--- src/rtl/div_issue_ctrl.sv ---
// div_issue_ctrl: issue and collect control for a pair of divider IPs.
// Latches one div/mod request, handshakes both operands, then waits for the result.
module div_issue_ctrl (
    input  logic        clk,
    input  logic        reset,
    input  logic        req_valid,
    input  logic [1:0]  req_op,
    input  logic [31:0] src1,
    input  logic [31:0] src2,
    input  logic        res_ack,
    input  logic        flush,
    output logic [1:0]  s_dividend_tvalid,
    output logic [1:0]  s_divisor_tvalid,
    input  logic [1:0]  s_dividend_tready,
    input  logic [1:0]  s_divisor_tready,
    output logic [31:0] s_dividend_tdata,
    output logic [31:0] s_divisor_tdata,
    input  logic [1:0]  m_dout_tvalid,
    input  logic [63:0] m_dout_tdata_s,
    input  logic [63:0] m_dout_tdata_u,
    output logic        busy,
    output logic        done,
    output logic [31:0] result
);

    typedef enum logic [2:0] {
        IDLE,
        ISSUE,
        WAIT,
        DONE,
        DRAIN
    } state_t;

    state_t      state;
    state_t      state_nxt;
    logic [1:0]  op_q;
    logic [31:0] dnd_q;
    logic [31:0] dvs_q;
    logic [31:0] res_q;
    logic        got_dnd;
    logic        got_dvs;
    logic        flush_seen;
    logic        dnd_tv;
    logic        dvs_tv;
    logic        dnd_rdy;
    logic        dvs_rdy;
    logic        dnd_hs;
    logic        dvs_hs;
    logic        both_got;
    logic        out_valid;
    logic [63:0] out_data;
    logic        accept;
    logic        load;

    // op_q[1] picks the IP: 0 = signed, 1 = unsigned
    assign dnd_rdy   = op_q[1] ? s_dividend_tready[1] : s_dividend_tready[0];
    assign dvs_rdy   = op_q[1] ? s_divisor_tready[1]  : s_divisor_tready[0];
    assign out_valid = op_q[1] ? m_dout_tvalid[1]     : m_dout_tvalid[0];
    assign out_data  = op_q[1] ? m_dout_tdata_u       : m_dout_tdata_s;

    assign dnd_hs   = dnd_tv & dnd_rdy;
    assign dvs_hs   = dvs_tv & dvs_rdy;
    assign both_got = (got_dnd | dnd_hs) & (got_dvs | dvs_hs);
    assign accept   = (state == IDLE) & req_valid & ~flush;
    assign load     = (state == WAIT) & out_valid & ~flush;

    always_ff @(posedge clk) begin
        if (reset) begin
            state <= IDLE;
        end else begin
            state <= state_nxt;
        end
    end

    always_comb begin
        state_nxt = state;
        unique case (state)
            IDLE: begin
                if (accept) state_nxt = ISSUE;
            end
            ISSUE: begin
                if (both_got)
                    state_nxt = (flush_seen | flush) ? DRAIN : WAIT;
            end
            WAIT: begin
                // a result landing with the flush is simply dropped
                if (flush)
                    state_nxt = out_valid ? IDLE : DRAIN;
                else if (out_valid)
                    state_nxt = DONE;
            end
            DONE: begin
                if (res_ack | flush) state_nxt = IDLE;
            end
            DRAIN: begin
                if (out_valid) state_nxt = IDLE;
            end
            default: state_nxt = IDLE;
        endcase
    end

    always_comb begin
        dnd_tv            = (state == ISSUE) & ~got_dnd;
        dvs_tv            = (state == ISSUE) & ~got_dvs;
        s_dividend_tvalid = op_q[1] ? {dnd_tv, 1'b0} : {1'b0, dnd_tv};
        s_divisor_tvalid  = op_q[1] ? {dvs_tv, 1'b0} : {1'b0, dvs_tv};
        busy              = (state != IDLE);
        done              = (state == DONE);
    end

    always_ff @(posedge clk) begin
        if (reset) begin
            op_q       <= 2'b00;
            dnd_q      <= 32'h0;
            dvs_q      <= 32'h0;
            got_dnd    <= 1'b0;
            got_dvs    <= 1'b0;
            flush_seen <= 1'b0;
            res_q      <= 32'h0;
        end else begin
            if (accept) begin
                op_q       <= req_op;
                dnd_q      <= src1;
                dvs_q      <= src2;
                got_dnd    <= 1'b0;
                got_dvs    <= 1'b0;
                flush_seen <= 1'b0;
            end else if (state == ISSUE) begin
                got_dnd    <= got_dnd | dnd_hs;
                got_dvs    <= got_dvs | dvs_hs;
                flush_seen <= flush_seen | flush;
            end
            if (load)
                res_q <= op_q[0] ? out_data[31:0] : out_data[63:32];
        end
    end

    assign s_dividend_tdata = dnd_q;
    assign s_divisor_tdata  = dvs_q;
    assign result           = res_q;

endmodule

--- config.mk ---
export PLATFORM = sky130hd
export DESIGN_NAME = div_issue_ctrl
export DESIGN_NICKNAME = d
export VERILOG_FILES = /design/src/rtl/div_issue_ctrl.sv
export SDC_FILE = /design/constraint.sdc
export NUM_CORES = 1
export LEC_CHECK = 0
export BUFFER_PORTS_ARGS = -buffer_cell sky130_fd_sc_hd__buf_2
export CORE_AREA = 2 2 118 120
export DETAILED_ROUTE_END_ITERATION = 12
export DIE_AREA = 0 0 120 122
export PLACE_DENSITY = 0.68
export SETUP_SLACK_MARGIN = 0.02
export SYNTH_ARGS = -nofsm -noshare
export SYNTH_HDL_FRONTEND = slang
export SYNTH_SLANG_ARGS = --single-unit
export TNS_END_PERCENT = 100
--- constraint.sdc ---
create_clock -name clk -period 2 [get_ports clk]
set_input_delay 0.2 -clock clk [delete_from_list [all_inputs] [get_ports clk]]
set_output_delay 0.2 -clock clk [all_outputs]
set_load 0.1 [all_outputs]
==> load_flow_metrics.sql <==
INSERT INTO impl_metrics (metric_group, metric, value, unit) VALUES
('power', 'p_comb_frac', '0.265', ''),
('logic_synthesis', 'postSynthCellCount', '533', ''),
('cts', 'ctsHoldBuffers', '0', ''),
('logic_synthesis', 'synth.cells.most_frequent', '199 x sky130_fd_sc_hd__nand2_1, 104 x sky130_fd_sc_hd__dfxtp_1, 102 x sky130_fd_sc_hd__a21oi_1, 32 x sky130_fd_sc_hd__mux4_2, 23 x sky130_fd_sc_hd__clkbuf_1', ''),
('routing', 'wl', '14.7', 'mm'),
('cts', 'cts.repair_timing.setup_buffer_count', '0', ''),
('timing', 'post-route-period-util', '0.940', ''),
('status', 'status', 'complete, no violations', ''),
('logic_synthesis', 'post_synth.cell_area_avg', '8.64', 'um2'),
('placed_design', 'io_buffer_count', '306', ''),
('cts', 'tritoncts_num_sinks', '104', ''),
('logic_synthesis', 'ys_top_cells_by_area', 'sky130_fd_sc_hd__dfxtp_1 45%, sky130_fd_sc_hd__nand2_1 16%, sky130_fd_sc_hd__mux4_2 16%', ''),
('setup_path', 'critical_path.startpoint_type', 'flip-flop', ''),
('power', 'net_switching_power_of_the_design', '1.74', 'mW'),
('power', 'power.ir.vdd_worst', '0.471', 'mV'),
('timing', 'fin_worst_hold_slack', '0.0948', 'ns'),
('global_route', 'antenna_found_initial', '0', ''),
('setup_path', 'critical_path.max_fanout', '17', ''),
('cells_and_area', 'layout-area-overhead-vs-synth', '43.0', '%'),
('timing', 'worst_pin_slew', '0.618', 'ns'),
('global_route', 'first_global_vias', '4595', ''),
('timing', 'setup_slack', '0.121', 'ns'),
('routing', 'via_count', '4785', ''),
('hold_path', 'holdCritPathClass', 'input pin to flip-flop', ''),
('cells_and_area', 'drive_above_1_share', '0.455', ''),
('logic_synthesis', 'synth_async_sr_flop_share', '0', ''),
('floorplanning', 'floorplan.rows', '43', ''),
('cts', 'cts_tree', 'done', ''),
('floorplanning', 'die_h', '122', 'um'),
('logic_synthesis', 'synthMostInstantiatedCell', 'sky130_fd_sc_hd__nand2_1', ''),
('floorplanning', 'die-width', '120', 'um'),
('placed_design', 'placement.setup.worst_slack', '0.250', 'ns'),
('placed_design', 'dp_hpwl', '11.0', 'mm'),
('floorplanning', 'die_area', '14600', 'um2'),
('logic_synthesis', 'yosysUniqueCellTypes', '29', ''),
('timing', 'worst_clock_skew', '0.00625', 'ns'),
('routing', 'routedWlPerCell', '14.8', 'um'),
('floorplanning', 'floorplan.io_pins', '307', ''),
('logic_synthesis', 'synth-edff-count', '0', ''),
('cts', 'cts.reportedPaths.clkPinSlew', '0.07', 'ns'),
('placed_design', 'dpl-instance-area', '6300', 'um2'),
('setup_path', 'setup.worst_path.end_class', 'primary output', ''),
('power', 'p_int', '3.44', 'mW'),
('global_route', 'grt_max_degree', '45', ''),
('logic_synthesis', 'yosysSeqAreaShare', '0.452', ''),
('cts', 'ctsHtreeMaxLevel', '3', ''),
('cts', 'clk-insertion-delay-late', '0.34', 'ns'),
('logic_synthesis', 'mappedNetlistNets', '738', ''),
('global_route', 'grt_usage', '0.190', ''),
('routing', 'drt.antenna.violating_nets', '0', ''),
('setup_path', 'cp_data_arrival_time', '1.68', 'ns'),
('power', 'swShare', '0.335', ''),
('cts', 'cts_repair_resize_count', '2', ''),
('logic_synthesis', 'post-synth-top-area-fraction', '0.452', ''),
('cts', 'root_buffer', 'sky130_fd_sc_hd__clkbuf_16', ''),
('routing', 'route.detailed.vias_per_inst', '4.80', ''),
('cts', 'cts_buffers', '9', ''),
('timing', 'final.min_clock_period', '1.88', 'ns'),
('setup_path', 'timing.critical_path.required', '1.80', 'ns'),
('floorplanning', 'initial_core_util', '0.341', ''),
('logic_synthesis', 'ys.warnings.count', '0', ''),
('routing', 'drc_errors', '0', ''),
('power', 'power.sequential.fraction', '0.427', ''),
('global_route', 'grt_total_ovfl', '0', ''),
('timing', 'slew_violations', '0', ''),
('logic_synthesis', 'postSynthRegisterBits', '104', ''),
('timing', 'grt_setup_unrepaired', 'false', ''),
('power', 'powerDensity', '786', 'nW/um2'),
('timing', 'slew_headroom', '0.588', ''),
('routing', 'drt_first_pass_iters', '4', ''),
('logic_synthesis', 'synth_flop_cell', 'sky130_fd_sc_hd__dfxtp_1', '');
## power by group through the flow
stage | Clock (mW) | Combinational [mW] | Sequential, mW
after global routing | 1.75 | 1.45 | 2.22
after detailed placement | 0 | 1.37 | 2.26
final | 1.59 | 1.37 | 2.21
after CTS | 1.68 | 1.37 | 2.21
after global placement | 0 | 1.36 | 2.25
after floorplan | 0 | 0.465 | 2.79
## routing by layer
metal	GRT usage	wire, um
met1	0.205	5480
met2	0.343	7600
met3	0.0543	1150
met4	0.0882	482
met5	0	0
## cell families (layout without fill, tap and decap cells)
logic type / Yosys count / after routing / synth area share
buffers and inverters: 49 / 333 / 0.0535
flip-flops: 104 / 104 / 0.452
AND/OR/NAND/NOR: 235 / 235 / 0.208
multiplexers: 36 / 36 / 0.165
AO/OA/AOI/OAI: 109 / 109 / 0.120
## worst paths after layout
kind | startpoint | endpoint | slack (ns) | cells after the start
setup / recovery | state[2]$_SDFFE_PP0P_ | busy | 0.12 | 2
hold / removal | src1[21] | s_dividend_tdata[21]$_SDFFE_PP0P_ | 0.09 | 3
setup reg to reg | op_q[1]$_SDFFE_PP0P_ | state[1]$_SDFFE_PP0P_ | 0.26 | 5
hold reg to reg | result[3]$_SDFFE_PP0P_ | result[3]$_SDFFE_PP0P_ | 0.45 | 2
## area by class of cell
type	instances	area, um2	share of cell area
repair buffers	317	1690	0.257
inverters	1	3.75	0.000570
flip-flops and latches	104	2080	0.317
well taps	180	225	0.0342
clock inverters	3	18.8	0.00285
multi-input cells	380	2310	0.351
clock buffers	12	246	0.0374
## cells in the final DEF (no fill, tap or decap), types with 2 or more instances in the layout
cell type                   Yosys  final
sky130_fd_sc_hd__or3_1          2      2
sky130_fd_sc_hd__mux4_2        32     32
sky130_fd_sc_hd__nor4_2         1      2
sky130_fd_sc_hd__nand2_1      199    199
sky130_fd_sc_hd__o21ai_0        4      4
sky130_fd_sc_hd__buf_2         17    302
sky130_fd_sc_hd__nor4b_1        2      2
sky130_fd_sc_hd__buf_4          5      7
sky130_fd_sc_hd__buf_12         0      5
sky130_fd_sc_hd__nand2b_1       4      3
sky130_fd_sc_hd__clkbuf_1      23      2
sky130_fd_sc_hd__clkbuf_16      0      9
sky130_fd_sc_hd__dfxtp_2        0      2
sky130_fd_sc_hd__clkinv_2       0      2
sky130_fd_sc_hd__buf_6          3      2
sky130_fd_sc_hd__mux2i_1        3      3
sky130_fd_sc_hd__nor2_2         0      2
sky130_fd_sc_hd__dfxtp_1      104    102
sky130_fd_sc_hd__a21oi_1      102    102
sky130_fd_sc_hd__nor3_1         6      6
sky130_fd_sc_hd__nor2_1        10      8
## registers in the layout, summed over array words and instances (netlist names)
name              cells
state                 3
op_q                  2
result               32
got_dnd               1
s_divisor_tdata      32
flush_seen            1
got_dvs               1
s_dividend_tdata     32
## metrics by stage
stage / cells / TNS (ns)
detailed placement: 982 / 0
CTS: 997 / 0
floorplan: 533 / -1.31
finish: 997 / 0
global route: 997 / 0
global placement: 982 / 0
## worst max-delay path, stage by stage (launching register included)
cell and delay [ns]:
sky130_fd_sc_hd__dfxtp_1 0.72, sky130_fd_sc_hd__or3_1 0.20, sky130_fd_sc_hd__buf_2 0.42
No activity file was read; power rests on OpenSTA's default activity.
